### config.mk
export PLATFORM = sky130hd
export DESIGN_NAME = uart_rx_ctrl
export DESIGN_NICKNAME = d
export VERILOG_FILES = /design/src/rtl/uart_rx_ctrl.sv
export SDC_FILE = /design/constraint.sdc
export NUM_CORES = 1
export LEC_CHECK = 0
export BUFFER_PORTS_ARGS = -buffer_cell sky130_fd_sc_hd__buf_2
export CORE_UTILIZATION = 60
export DETAILED_ROUTE_END_ITERATION = 8
export GPL_ROUTABILITY_DRIVEN = 1
export PLACE_DENSITY = 0.9
export SYNTH_ARGS = -nofsm -noshare
export SYNTH_HDL_FRONTEND = slang
export SYNTH_SLANG_ARGS = --single-unit
export TNS_END_PERCENT = 50
### constraint.sdc
create_clock -name clk -period 4.1 [get_ports clk]
set_input_delay 0.205 -clock clk [delete_from_list [all_inputs] [get_ports clk]]
set_output_delay 0.205 -clock clk [all_outputs]
set_load 0.02 [all_outputs]
### src/rtl/uart_rx_ctrl.sv
// uart_rx_ctrl: supervises a UART receiver. Completed octets are moved into a
// small FIFO and acknowledged. A receiver error pulses the receiver's
// active-low reset for RECOVER_CYCLES clocks and is counted. Holding off the
// acknowledge while the FIFO is full is how backpressure reaches the receiver.
module uart_rx_ctrl #(
  parameter int DEPTH          = 4,
  parameter int RECOVER_CYCLES = 4
) (
  input  logic       clk,
  input  logic       reset,
  output logic       uart_reset_o,
  input  logic [7:0] uart_data_i,
  input  logic       uart_ready_i,
  output logic       uart_ack_o,
  input  logic       uart_error_i,
  output logic [7:0] data_o,
  output logic       valid_o,
  input  logic       ready_i,
  output logic [7:0] err_count_o,
  output logic       ovr_o,
  input  logic       clear_i
);

  localparam int         PtrW    = $clog2(DEPTH);
  localparam int         CntW    = PtrW + 1;
  localparam logic [7:0] RecLoad = 8'(RECOVER_CYCLES - 1);

  typedef enum logic [1:0] {
    IDLE    = 2'd0,
    ACK     = 2'd1,
    RECOVER = 2'd2
  } state_e;

  state_e            state_q, state_d;
  logic [7:0]        recCnt_q, recCnt_d;
  logic              ack_q, ack_d;
  logic              uartRst_q, uartRst_d;
  logic [7:0]        errCount_q, errCount_d;
  logic              ovr_q, ovr_d;
  logic [PtrW-1:0]   wrPtr_q, wrPtr_d;
  logic [PtrW-1:0]   rdPtr_q, rdPtr_d;
  logic [CntW-1:0]   count_q, count_d;
  logic [7:0]        head_q, head_d;
  logic [7:0]        mem [DEPTH];

  logic              push;
  logic              pop;
  logic              errEntry;
  logic              fifoFull;
  logic              fifoEmpty;
  logic [PtrW-1:0]   rdNext;

  assign fifoFull  = (count_q == CntW'(DEPTH));
  assign fifoEmpty = (count_q == '0);
  assign pop       = ready_i && !fifoEmpty;
  assign rdNext    = rdPtr_q + PtrW'(1);

  // Control FSM: errors win over new octets; a full FIFO withholds the ack.
  always_comb begin
    state_d  = state_q;
    recCnt_d = recCnt_q;
    push     = 1'b0;
    errEntry = 1'b0;
    unique case (state_q)
      IDLE: begin
        if (uart_error_i) begin
          state_d  = RECOVER;
          recCnt_d = RecLoad;
          errEntry = 1'b1;
        end else if (uart_ready_i && !fifoFull) begin
          push    = 1'b1;
          state_d = ACK;
        end
      end
      ACK: begin
        state_d = IDLE;
      end
      RECOVER: begin
        if (recCnt_q == 8'd0) begin
          state_d = IDLE;
        end else begin
          recCnt_d = recCnt_q - 8'd1;
        end
      end
      default: begin
        state_d = IDLE;
      end
    endcase
    ack_d     = (state_d == ACK);
    uartRst_d = (state_d != RECOVER);
  end

  // FIFO bookkeeping: pointers, occupancy and the registered head byte.
  always_comb begin
    wrPtr_d = wrPtr_q;
    rdPtr_d = rdPtr_q;
    count_d = count_q;
    head_d  = head_q;
    if (push) begin
      wrPtr_d = wrPtr_q + PtrW'(1);
    end
    if (pop) begin
      rdPtr_d = rdNext;
    end
    unique case ({push, pop})
      2'b10:   count_d = count_q + CntW'(1);
      2'b01:   count_d = count_q - CntW'(1);
      default: count_d = count_q;
    endcase
    if (pop) begin
      if (count_q > CntW'(1)) begin
        head_d = mem[rdNext];
      end else if (push) begin
        head_d = uart_data_i;
      end else begin
        head_d = 8'd0;
      end
    end else if (fifoEmpty && push) begin
      head_d = uart_data_i;
    end
  end

  // Error statistics: a clear is applied first so a coincident error counts as one.
  always_comb begin
    errCount_d = errCount_q;
    ovr_d      = ovr_q;
    if (clear_i) begin
      errCount_d = 8'd0;
      ovr_d      = 1'b0;
    end
    if (errEntry) begin
      if (errCount_d != 8'hFF) begin
        errCount_d = errCount_d + 8'd1;
      end
      ovr_d = ovr_d | fifoFull;
    end
  end

  // State and control registers; reset parks the block in recovery.
  always_ff @(posedge clk or negedge reset) begin
    if (!reset) begin
      state_q    <= RECOVER;
      recCnt_q   <= RecLoad;
      ack_q      <= 1'b0;
      uartRst_q  <= 1'b0;
      errCount_q <= 8'd0;
      ovr_q      <= 1'b0;
      wrPtr_q    <= '0;
      rdPtr_q    <= '0;
      count_q    <= '0;
      head_q     <= 8'd0;
    end else begin
      state_q    <= state_d;
      recCnt_q   <= recCnt_d;
      ack_q      <= ack_d;
      uartRst_q  <= uartRst_d;
      errCount_q <= errCount_d;
      ovr_q      <= ovr_d;
      wrPtr_q    <= wrPtr_d;
      rdPtr_q    <= rdPtr_d;
      count_q    <= count_d;
      head_q     <= head_d;
    end
  end

  // FIFO storage; contents are only meaningful below the occupancy count.
  always_ff @(posedge clk) begin
    if (push) begin
      mem[wrPtr_q] <= uart_data_i;
    end
  end

  assign uart_reset_o = uartRst_q;
  assign uart_ack_o   = ack_q;
  assign data_o       = head_q;
  assign valid_o      = !fifoEmpty;
  assign err_count_o  = errCount_q;
  assign ovr_o        = ovr_q;

endmodule

Yosys cells after proc, flatten, opt, wreduce, memory -nomap -nowiden
Memory sizes are Yosys's and may differ from the RTL's.
Index checks and enable logic that the tools add are counted.
{"block": "totals", "ff_bits": 36, "inputBits": 14, "output_inout_bits": 20, "mem_count": 1, "elab_cells": 64, "ram_bits": 32}
{"block": "op_classes", "n_eq_ne": 9, "n_bitwise": 1, "n_lt_le_gt_ge": 1, "mux": 24, "addsub": 6, "n_reduce_logical": 12}
{"memory": "mem", "words": 4, "width": 8, "rd": 1, "rd_ports_with_merged_regs": 0, "wr": 1, "line_no": "44", "text": "logic [7:0] mem [DEPTH];"}
{"cell": "8-bit 2-to-1 mux", "n": 9}
{"cell": "8-bit case mux with 2 select lines", "n": 1}
{"cell": "1-bit 2-to-1 mux", "n": 9}
{"cell": "8-bit by 1-bit adder with 8-bit output (second input constant)", "n": 1}
{"cell": "8-bit logical NOT", "n": 1}
{"cell": "8-bit != test (second input constant)", "n": 1}
{"cell": "8-bit by 1-bit subtractor with 8-bit output (second input constant)", "n": 1}
{"cell": "2-bit 2-to-1 mux", "n": 3}
{"cell": "2-bit != test (second input constant)", "n": 3}
{"cell": "3-bit case mux with 2 select lines", "n": 1}
{"cell": "2-bit nonzero test", "n": 3}
{"cell": "2-bit by 1-bit adder with 2-bit output (second input constant)", "n": 2}
{"cell": "2-bit by 1-bit == test with 1-bit output (second input constant)", "n": 2}
{"cell": "2-bit == test (second input constant)", "n": 2}
{"cell": "2-bit case mux with 2 select lines", "n": 1}
{"cell": "3-bit by 1-bit adder with 3-bit output (second input constant)", "n": 1}
{"cell": "3-bit == test (second input constant)", "n": 1}
{"cell": "3-bit by 1-bit greater-than comparator with 1-bit output (second input constant)", "n": 1}
{"cell": "1-bit logical AND", "n": 3}
{"cell": "3-bit logical NOT", "n": 1}
{"cell": "3-bit AND reduction", "n": 1}
{"cell": "3-bit by 1-bit subtractor with 3-bit output (second input constant)", "n": 1}
{"cell": "1-bit logical NOT", "n": 2}
{"cell": "2-bit logical NOT", "n": 1}
{"cell": "1-bit bitwise OR", "n": 1}

Longest topological paths before layout
Gate-level depths: netlist (run 1).
{"block": "depth", "ltp_word": 9, "ltp_mapped": 10, "depth_no_buf": 9}

Worst setup path after synthesis (run 1)
No wires, ideal clock.
{"block": "synth_timing", "kind": "reg-to-reg", "from": "reg count_q[0]", "to": "reg count_q[2]", "synth_period_minus_slack_ps": 2006, "setup_ps": 80, "path_stages_with_launch": 10, "path_buffers": 1, "t_arrival_ps": 1926, "slack_ps": 2094, "required_ps": 4020, "path_cell_list": "dfrtp_1 inv_1 ha_1 and2_1 clkbuf_1 nor2_2 inv_1 ha_1 nor2_1 xnor2_1"}
{"block": "synth_between", "elab_chain_len": 8, "elab_cells_between_ends": 15, "classes_between": "add/sub: 2; eq/ne: 3; mux: 4; reduce/logical: 6"}
{"element": "from (decl)", "line_no": "42", "text": "logic [CntW-1:0] count_q, count_d;"}
{"element": "from (signal assigned)", "line_no": "161", "text": "count_q <= count_d;"}
{"element": "3-bit == test", "line_no": "53", "text": "assign fifoFull = (count_q == CntW'(DEPTH));"}
{"element": "1-bit logical NOT", "line_no": "70", "text": "end else if (uart_ready_i && !fifoFull) begin"}
{"element": "1-bit logical AND", "line_no": "70"}
{"element": "1-bit 2-to-1 mux", "line_no": "70"}
{"element": "1-bit 2-to-1 mux", "line_no": "66", "text": "if (uart_error_i) begin"}
{"element": "1-bit 2-to-1 mux", "line_no": "64", "text": "unique case (state_q)"}
{"element": "2-bit by 1-bit == test with 1-bit output or 2-bit == test (tied branches)", "line_no": "105", "text": "unique case ({push, pop})"}
{"element": "3-bit case mux with 2 select lines or 2-bit nonzero test (tied branches)"}
Parallel ways exist; a longest one is shown, timed or not.
A chain may end at the register's enable or synchronous reset.

Final worst setup path (run 1)
Ends and elaborated chain as after synthesis.

==> reports/results.md, run 1 <==
| Stage | Quantity | This run |
|:---|:---|:---|
| status | Run status | completed |
| clocking | TritonCTS clock tree | yes |
| critical path | Worst setup path category | flip-flop to flip-flop |
| sta | Max-slew headroom at the worst pin | 41.1% |
| route | Wire per inst | 17.0 um |
| critical path | Chain of cells forming the critical path | inv_1 -> ha_1 -> a21oi_1 -> ha_1 -> mux2i_1 -> nor2_1 -> xnor2_1 |
| synthesis | Number of nets produced by synthesis | 265 |
| synthesis | Adder and majority gate portion of the synthesized area | 4.37% |
| critical path | Type of destination of the critical path | flip-flop |
| route | Total routed wirelength | 5.97 mm |
| sta | Unrepaired setup endpoints after global routing | false |
| critical path | Longest individual stage delay on the worst path | 0.67 ns |
| global routing | Via count of the first global-routing pass | 2,059 |
| sta | Hold Fails Final Rpt | 0 |
| placement | Worst setup slack after placement | 1.86 ns |
| pwr | Power density over cell area | 659 nW/um^2 |
| sta | Worst hold margin | 0.103 ns |
| route | DRT antenna net count | 0 |
| pwr | Sw Pwr | 0.867 mW |
| final layout | Count of inserted antenna diode cells | 0 |
| critical path | Most frequent cell on the critical path | sky130_fd_sc_hd__ha_1 |
| die | Area of the die | 5550 um^2 |
| clocking | CTS H-tree lvls | 3 |
| die | Placeable core region | 5070 um^2 |
| critical path | FF-to-FF Start | count_q[0] |
| clocking | Insertion delay to the later sink of the worst-skew pair | 0.35 ns |
| route | Length of the first detailed-routing pass in iterations | 4 |
| synthesis | Avg Inst Size Synth | 13.1 um^2 |
| critical path | End of the critical path | count_q[2] |
| critical path | Capturing point of the worst reg2reg path | count_q[2] |
| die | Y dimension of the die | 74.5 um |
| final layout | Proportion of layout cells with a drive suffix above 1 | 24.8% |
| global routing | Wire length of the first global-routing pass | 9.89 mm |
| sta | Post-route clock skew | 0.0107 ns |
| synthesis | Seq cells post-synth | 68 |
| pwr | LEAKAGE | 1.45 nW |
| final layout | Layout Utilization | 70.6% |
| synthesis | Synth Cell Area | 3150 um^2 |
| route | Vias per cell | 5.79 |
| clocking | Post-CTS setup buffer count | 0 |
| pwr | IR drop worst, VDD | 380 uV |
| die | # IOs | 34 |
| pwr | Clk network pwr share | 24.4% |
| placement | DP HPWL | 4.13 mm |
| global routing | Pin count of the biggest net entering global routing | 37 |
| critical path | Worst path slowest cell | sky130_fd_sc_hd__a21oi_1 |
| sta | Least-Margin Pin Slew | 0.876 ns |
| synthesis | Mux cell area share after synthesis | 7.42% |
| placement | Total of buffers placed on input and output ports | 33 |
| sta | Min Tclk post-route | 2.26 ns |
| critical path | Worst Setup SP | count_q[0] |
| synthesis | Area share of xor/xnor cells in the synthesized design | 3.33% |
| final layout | Synth-to-Final Area Change | 13.6% |
| synthesis | Fraction of the mapped netlist area in simple logic gates | 13.6% |
| synthesis | Combinational family with the most area after synthesis | simple AND/OR/NAND/NOR gates |
| global routing | Number of antenna violations at the first check in global routing | 0 |
| synthesis | Post-synthesis compound-gate area fraction | 8.89% |
| route | Residual DRC count | 0 |
| clocking | Post-CTS resize count | 0 |
| pwr | Flop pwr share | 42.7% |
| critical path | Startpoint class of the critical path | flip-flop |
| sta | Ratio of final minimum period to clock period | 55.2% |
| placement | Final weighted congestion in routability-driven placement | 0.852 |
| die | Number of placement rows | 26 |
| sta | Number of slew-limit violations in the final report | 0 |
| synthesis | Proportion of synthesized flip-flops having asynchronous set or reset | 52.9% |
| global routing | Overall Global Routing Usage | 24.9% |
| sta | Setup TNS after final layout | 0 ns |
| synthesis | Instance count of the mapped netlist | 240 |
| synthesis | EDFF count, synth | 32 |
| synthesis | Portion of the post-synthesis area used by sequential elements | 59.2% |
| synthesis | Number of distinct standard cells referenced by the synthesized netlist | 52 |
| critical path | Flop-to-flop setup slack | 1.84 ns |
| die | Die outline width | 74.5 um |
| flow run | Max Cap Viol | 0 |
| synthesis | Top FF cell, synth | sky130_fd_sc_hd__dfrtp_1 |
| clocking | Clk slew on worst S/H paths | 0.08 ns |
| sta | Setup Viol. Count Final | 0 |
| sta | Minimum setup slack in the final design | 1.84 ns |
| min path | Class of the tightest hold or removal check | primary input to flip-flop |
| critical path | Worst Reg2Reg Path Length in Cells | 7 |
| clocking | Total clock buffers created by CTS | 9 |
| global routing | Global-route congestion overflow total | 0 |
| final layout | Fill cell count | 351 |
| critical path | Largest fanout on the critical path | 12 |
| pwr | Switching share of total power | 36.7% |
| route | Via Count | 2,039 |
| clocking | Number of buffers on the longest clock path | 2 |
| clocking | CTS Hold Bufs | 1 |
| route | Initial DRC Count | 205 |
| clocking | Sink count of the clock tree | 68 |
| critical path | Data required time of the worst path | 4.34 ns |
| die | Initial cell density of the core | 62.1% |
| clocking | Root buf cell | sky130_fd_sc_hd__clkbuf_8 |
| critical path | Signal arrival time at the worst endpoint | 2.50 ns |
| pwr | Internal portion of total power | 1.49 mW |
| pwr | Combinational share of power | 32.9% |
| sta | Max Clk Rate | 442 MHz |
| final layout | Final net count | 302 |
| synthesis | Synth warnings | 0 |
## layer usage
metal	global-route usage (%)	vias up	routed length, um
met5	0	-	0
met3	9.35	11	295
met1	35.3	1009	2720
met4	9.22	0	78
li1	-	967	-
met2	35.4	52	2870
## worst min path at each step
stage,start,depth (start not counted),end,slack (ns)
final,uart_data_i[0],1,mem[3][0],0.10
after global routing,uart_data_i[4],1,mem[1][4],0.1
after CTS,uart_data_i[4],1,mem[3][4],0.09
after floorplan,reset,0,count_q[0],-0.09
after detailed placement,reset,1,err_count_o[0],0.34
after global placement,reset,1,err_count_o[1],0.32
## power groups by stage
stage | Clock [mW] | Combinational, mW | Sequential [mW]
2_1_floorplan | 0 | 0.563 | 1.02
3_3_place_gp | 0 | 0.736 | 1.01
3_5_place_dp | 0 | 0.762 | 1.02
4_1_cts | 0.582 | 0.777 | 1.01
5_1_grt | 0.606 | 0.860 | 1.03
6_report | 0.575 | 0.776 | 1.01
## critical path: cells and delay by family (launching register included)
kind / cells / cell delay (ns)
xor+xnor: 1 / 0.12
flops: 1 / 0.43
compound gates: 1 / 0.67
mux: 1 / 0.20
fa+ha+maj: 2 / 0.58
simple gates: 1 / 0.07
buf+inv: 1 / 0.08
## registers in the layout (all words and copies together) (netlist names)
register      cells
count_q           3
uart_reset_o      1
wrPtr_q           2
rdPtr_q           2
uart_ack_o        1
mem              32
data_o            8
state_q           2
recCnt_q          8
ovr_o             1
err_count_o       8
## per-stage QoR
stage / std cells / total power [mW] / instance area, um^2
finish: 352 / 2.36 / 3580
global route: 352 / 2.50 / 3580
CTS: 352 / 2.37 / 3580
detailed placement: 335 / 1.78 / 3360
global placement: 335 / 1.75 / 3360
floorplan: 240 / 1.59 / 3150
## final cells by class
class / instances / area, um^2 / share of cell area [%]
clock inverters: 7 / 82.6 / 2.31
well taps: 70 / 87.6 / 2.45
repair buffers: 35 / 183 / 5.10
multi-input cells: 149 / 1190 / 33.1
inverters: 14 / 52.6 / 1.47
flip-flops and latches: 68 / 1870 / 52.1
clock buffers: 9 / 124 / 3.46
## logic make-up (layout without fill, tap and decap cells)
family,after synthesis,after routing
simple gates,75,75
flops,68,68
compound gates,38,38
buf+inv,23,65
mux,13,13
xor+xnor,12,12
fa+ha+maj,11,11
## synthesized netlist by cell type, types with 3 or more instances
library cell	n	area share, %
sky130_fd_sc_hd__a21oi_1	5	0.79
sky130_fd_sc_hd__a31oi_1	8	1.6
sky130_fd_sc_hd__and2_1	7	1.4
sky130_fd_sc_hd__buf_2	5	0.79
sky130_fd_sc_hd__dfrtp_1	33	26
sky130_fd_sc_hd__dfstp_2	3	2.5
sky130_fd_sc_hd__edfxtp_1	32	30
sky130_fd_sc_hd__ha_1	11	4.4
sky130_fd_sc_hd__inv_1	13	1.5
sky130_fd_sc_hd__mux4_2	8	5.7
sky130_fd_sc_hd__nand2_1	10	1.2
sky130_fd_sc_hd__nand3_1	12	1.9
sky130_fd_sc_hd__nor2_1	10	1.2
sky130_fd_sc_hd__nor2b_1	5	0.99
sky130_fd_sc_hd__nor3_1	11	1.7
sky130_fd_sc_hd__o211ai_1	9	2.1
sky130_fd_sc_hd__o21ai_0	4	0.64
sky130_fd_sc_hd__xnor2_1	7	1.9
sky130_fd_sc_hd__xor2_1	5	1.4
## cells in the final DEF, fill, tap and decap left out, types with 5 or more instances in the layout
cell / count
sky130_fd_sc_hd__dfrtp_1: 33
sky130_fd_sc_hd__buf_2: 33
sky130_fd_sc_hd__edfxtp_1: 32
sky130_fd_sc_hd__inv_1: 13
sky130_fd_sc_hd__nand3_1: 12
sky130_fd_sc_hd__nor3_1: 11
sky130_fd_sc_hd__ha_1: 11
sky130_fd_sc_hd__nand2_1: 10
sky130_fd_sc_hd__nor2_1: 10
sky130_fd_sc_hd__o211ai_1: 9
sky130_fd_sc_hd__clkbuf_8: 9
sky130_fd_sc_hd__mux4_2: 8
sky130_fd_sc_hd__a31oi_1: 8
sky130_fd_sc_hd__and2_1: 7
sky130_fd_sc_hd__xnor2_1: 7
sky130_fd_sc_hd__a21oi_1: 5
sky130_fd_sc_hd__nor2b_1: 5
sky130_fd_sc_hd__xor2_1: 5
No activity file was read; power rests on OpenSTA's default activity.
==> run 2: changes to the inputs <==
--- a/config.mk
+++ b/config.mk
@@ -5,11 +5,12 @@
 export SDC_FILE = /design/constraint.sdc
 export NUM_CORES = 1
 export LEC_CHECK = 0
+export ABC_AREA = 1
 export BUFFER_PORTS_ARGS = -buffer_cell sky130_fd_sc_hd__buf_2
-export CORE_UTILIZATION = 60
+export CORE_UTILIZATION = 53
 export DETAILED_ROUTE_END_ITERATION = 8
 export GPL_ROUTABILITY_DRIVEN = 1
-export PLACE_DENSITY = 0.9
+export PLACE_DENSITY = 0.85
 export SYNTH_ARGS = -nofsm -noshare
 export SYNTH_HDL_FRONTEND = slang
 export SYNTH_SLANG_ARGS = --single-unit
==> constraint.sdc (replaced) <==
create_clock -name clk -period 2 [get_ports clk]
set_input_delay 0.1 -clock clk [delete_from_list [all_inputs] [get_ports clk]]
set_output_delay 0.1 -clock clk [all_outputs]
set_load 0.02 [all_outputs]
==> run 2 against run 1 <==
Net effect:
- utilization shrank 5.8 points
- sequential power grew 98%
- clock-buffer cell count grew 5
- register-to-register slack lost 1.7 ns
- critical endpoint unchanged
- largest power group is now combinational logic
==> reports/results.md, run 2 <==
| Stage | Quantity | This run |
|:---|:---|:---|
| status | Run status | completed |
| critical path | Capturing point of the worst reg2reg path | count_q[2] |
| sta | Max-slew headroom at the worst pin | 44.6% |
| pwr | Switching share of total power | 40.7% |
| final layout | Register ranked first by flip-flop count | mem |
| route | Vias per cell | 4.99 |
| sta | Number of slew-limit violations in the final report | 0 |
| global routing | Overall Global Routing Usage | 22.4% |
| min path | Class of the tightest hold or removal check | primary input to flip-flop |
| critical path | FF-to-FF Start | count_q[1] |
| clocking | Number of buffers on the longest clock path | 2 |
| placement | Worst setup slack after placement | 0.111 ns |
| global routing | Global-route congestion overflow total | 0 |
| critical path | Signal arrival time at the worst endpoint | 2.12 ns |
| synthesis | EDFF count, synth | 32 |
| global routing | Pin count of the biggest net entering global routing | 37 |
| sta | Setup TNS after final layout | 0 ns |
| critical path | Largest fanout on the critical path | 6 |
| die | Initial cell density of the core | 55.8% |
| critical path | Startpoint class of the critical path | flip-flop |
| die | Area of the die | 6670 um^2 |
| synthesis | Proportion of netlist area held by the largest area contributor | 28.6% |
| placement | Total of buffers placed on input and output ports | 33 |
| sta | Setup Viol. Count Final | 0 |
| global routing | Number of antenna violations at the first check in global routing | 0 |
| sta | Unrepaired setup endpoints after global routing | false |
| final layout | Max reg flops | 32 |
| synthesis | Top cell type by total area after synthesis | sky130_fd_sc_hd__edfxtp_1 |
| pwr | Power density over cell area | 1310 nW/um^2 |
| synthesis | Proportion of synthesized flip-flops having asynchronous set or reset | 52.9% |
| pwr | Combinational share of power | 40.6% |
| sta | Min Tclk post-route | 1.88 ns |
| synthesis | Synth warnings | 0 |
| sta | Post-route clock skew | 0.00634 ns |
| route | Residual DRC count | 0 |
| route | Wire per inst | 12.7 um |
| route | Initial DRC Count | 129 |
| global routing | GRT met3 Usage | 4.11% |
| sta | Worst hold margin | 0.0240 ns |
| synthesis | Top FF cell, synth | sky130_fd_sc_hd__dfrtp_1 |
| critical path | Worst Reg2Reg Path Length in Cells | 10 |
| synthesis | Seq cells post-synth | 68 |
| sta | Least-Margin Pin Slew | 0.831 ns |
| critical path | Type of destination of the critical path | flip-flop |
| sta | Minimum setup slack in the final design | 0.122 ns |
| final layout | Fill cell count | 492 |
| synthesis | Avg Inst Size Synth | 8.97 um^2 |
| clocking | CTS H-tree lvls | 3 |
| global routing | Wire length of the first global-routing pass | 10.9 mm |
| route | DRT antenna net count | 0 |
| placement | DP HPWL | 4.64 mm |
| global routing | M1 GR Usage | 26.8% |
| route | Via Count | 2,545 |
| die | Placeable core region | 6030 um^2 |
| flow run | Max Cap Viol | 0 |
| placement | Final weighted congestion in routability-driven placement | 0.874 |
| clocking | Sink count of the clock tree | 68 |
| clocking | Total clock buffers created by CTS | 9 |
| critical path | Data required time of the worst path | 2.24 ns |
| sta | Ratio of final minimum period to clock period | 93.9% |
| die | Y dimension of the die | 81.7 um |
| sta | Hold Fails Final Rpt | 0 |
| clocking | Clk slew on worst S/H paths | 0.07 ns |
| pwr | Sw Pwr | 2.08 mW |
| pwr | IR drop worst, VDD | 784 uV |
| final layout | Proportion of layout cells with a drive suffix above 1 | 18.2% |
| final layout | Most common library cell in the layout ignoring fill and taps | sky130_fd_sc_hd__nand2_1 |
| critical path | Worst setup path category | flip-flop to flip-flop |
| synthesis | Number of nets produced by synthesis | 400 |
| die | Die outline width | 81.7 um |
| clocking | TritonCTS clock tree | yes |
| clocking | Insertion delay to the later sink of the worst-skew pair | 0.35 ns |
| synthesis | Instance count of the mapped netlist | 375 |
| synthesis | Most numerous cell types in the synthesized netlist | sky130_fd_sc_hd__nand2_1 (141), sky130_fd_sc_hd__inv_1 (41), sky130_fd_sc_hd__nor2_1 (38) |
| synthesis | Number of distinct standard cells referenced by the synthesized netlist | 27 |
| synthesis | Portion of the post-synthesis area used by sequential elements | 55.4% |
| synthesis | Cell types occupying the most area after synthesis | sky130_fd_sc_hd__edfxtp_1 (29%), sky130_fd_sc_hd__dfrtp_1 (25%), sky130_fd_sc_hd__nand2_1 (16%) |
| pwr | Flop pwr share | 39.1% |
| pwr | LEAKAGE | 2.01 nW |
| placement | Post-placement cell count | 486 |
| sta | Max Clk Rate | 533 MHz |
| final layout | Synth-to-Final Area Change | 15.9% |
| clocking | Root buf cell | sky130_fd_sc_hd__clkbuf_8 |
| die | Number of placement rows | 28 |
| global routing | Met2 Resource Use GR | 38.3% |
| final layout | Final net count | 455 |
| critical path | Worst Setup SP | count_q[1] |
| final layout | Count of inserted antenna diode cells | 0 |
| pwr | Clk network pwr share | 20.3% |
| critical path | Flop-to-flop setup slack | 0.12 ns |
| global routing | Most Crowded Layer GR | met2 |
| critical path | End of the critical path | count_q[2] |
| synthesis | Count leader, synth | sky130_fd_sc_hd__nand2_1 |
| die | # IOs | 34 |
| route | Total routed wirelength | 6.49 mm |
| synthesis | Synth Cell Area | 3360 um^2 |
| final layout | Commonest non-fill, non-tap cells in the layout | sky130_fd_sc_hd__nand2_1 (141), sky130_fd_sc_hd__inv_1 (41), sky130_fd_sc_hd__nor2_1 (38) |
| global routing | Via count of the first global-routing pass | 2,550 |
| pwr | Internal portion of total power | 3.04 mW |
| route | Length of the first detailed-routing pass in iterations | 4 |
| final layout | Non-filler instance count after layout | 510 |
-- run 2: logic make-up (layout without fill, tap and decap cells) --
group / after synthesis / count (layout) / synth area share (%)
and+or+nand+nor: 223 / 223 / 29.2
AOI/OAI and AO/OA: 14 / 14 / 2.53
DFF: 68 / 68 / 55.4
adders and majority gates: 11 / 11 / 4.09
xor gates and xnor gates: 11 / 11 / 2.86
buffers and inverters: 48 / 108 / 5.84
-- run 2: timing repair --
| action | 4_1_cts | 5_1_grt |
|---|---|---|
| setup endpoints to repair | 0 | 1 |
| resized for setup | 0 | 0 |
| hold buffers | 7 | 0 |
| buffers inserted | 0 | 1 |
| hold endpoints to repair | 57 | 0 |
-- run 2: how the worst min path moves through the flow --
stage | startpoint | endpoint | slack (ns) | depth (start not counted)
global placement | reset | err_count_o[5] | 0.23 | 1
detailed placement | reset | err_count_o[5] | 0.24 | 1
CTS | uart_data_i[5] | mem[2][5] | 0.008 | 1
finish | uart_data_i[3] | mem[1][3] | 0.02 | 1
floorplan | reset | count_q[0] | -0.20 | 0
global route | uart_data_i[5] | mem[1][5] | 0.01 | 1
-- run 2: stage by stage --
step	utilization (%)	area, um^2	power (mW)
after floorplan	-	3360	3.56
after global placement	60.4	3640	4.01
after detailed placement	60.4	3640	4.08
after CTS	64.6	3890	5.13
after global routing	64.7	3900	5.53
final	64.7	3900	5.12
-- run 2: per-layer routing --
layer	routed length, um	vias up
met4	99	0
met3	281	8
met1	2810	1190
met2	3290	68
li1	-	1279
met5	0	-
-- run 2: power groups by stage --
stage	combinational (mW)	sequential [mW]	clock [mW]
2_1_floorplan	1.46	2.10	0
6_report	2.08	2.00	1.04
3_3_place_gp	1.99	2.02	0
3_5_place_dp	2.06	2.03	0
4_1_cts	2.07	2.01	1.05
5_1_grt	2.39	2.04	1.10
-- run 2: critical path: stages (launching register included) --
cell	delay [ns]
sky130_fd_sc_hd__dfrtp_1	0.41
sky130_fd_sc_hd__inv_1	0.14
sky130_fd_sc_hd__ha_1	0.23
sky130_fd_sc_hd__nand2_4	0.09
sky130_fd_sc_hd__nand2_4	0.12
sky130_fd_sc_hd__inv_2	0.07
sky130_fd_sc_hd__ha_1	0.33
sky130_fd_sc_hd__nor2_1	0.11
sky130_fd_sc_hd__o21ai_0	0.10
sky130_fd_sc_hd__xor2_1	0.13
sky130_fd_sc_hd__inv_1	0.05
-- run 2: area by class of cell --
cell class / instances / area [um^2] / area share, %
sequential: 68 / 1870 / 47.8
multi-input combinational: 259 / 1300 / 33.4
tap: 75 / 93.8 / 2.41
timing repair buffer: 47 / 288 / 7.38
clock buffer: 14 / 173 / 4.43
inverter: 45 / 169 / 4.33
clock inverter: 2 / 8.76 / 0.225
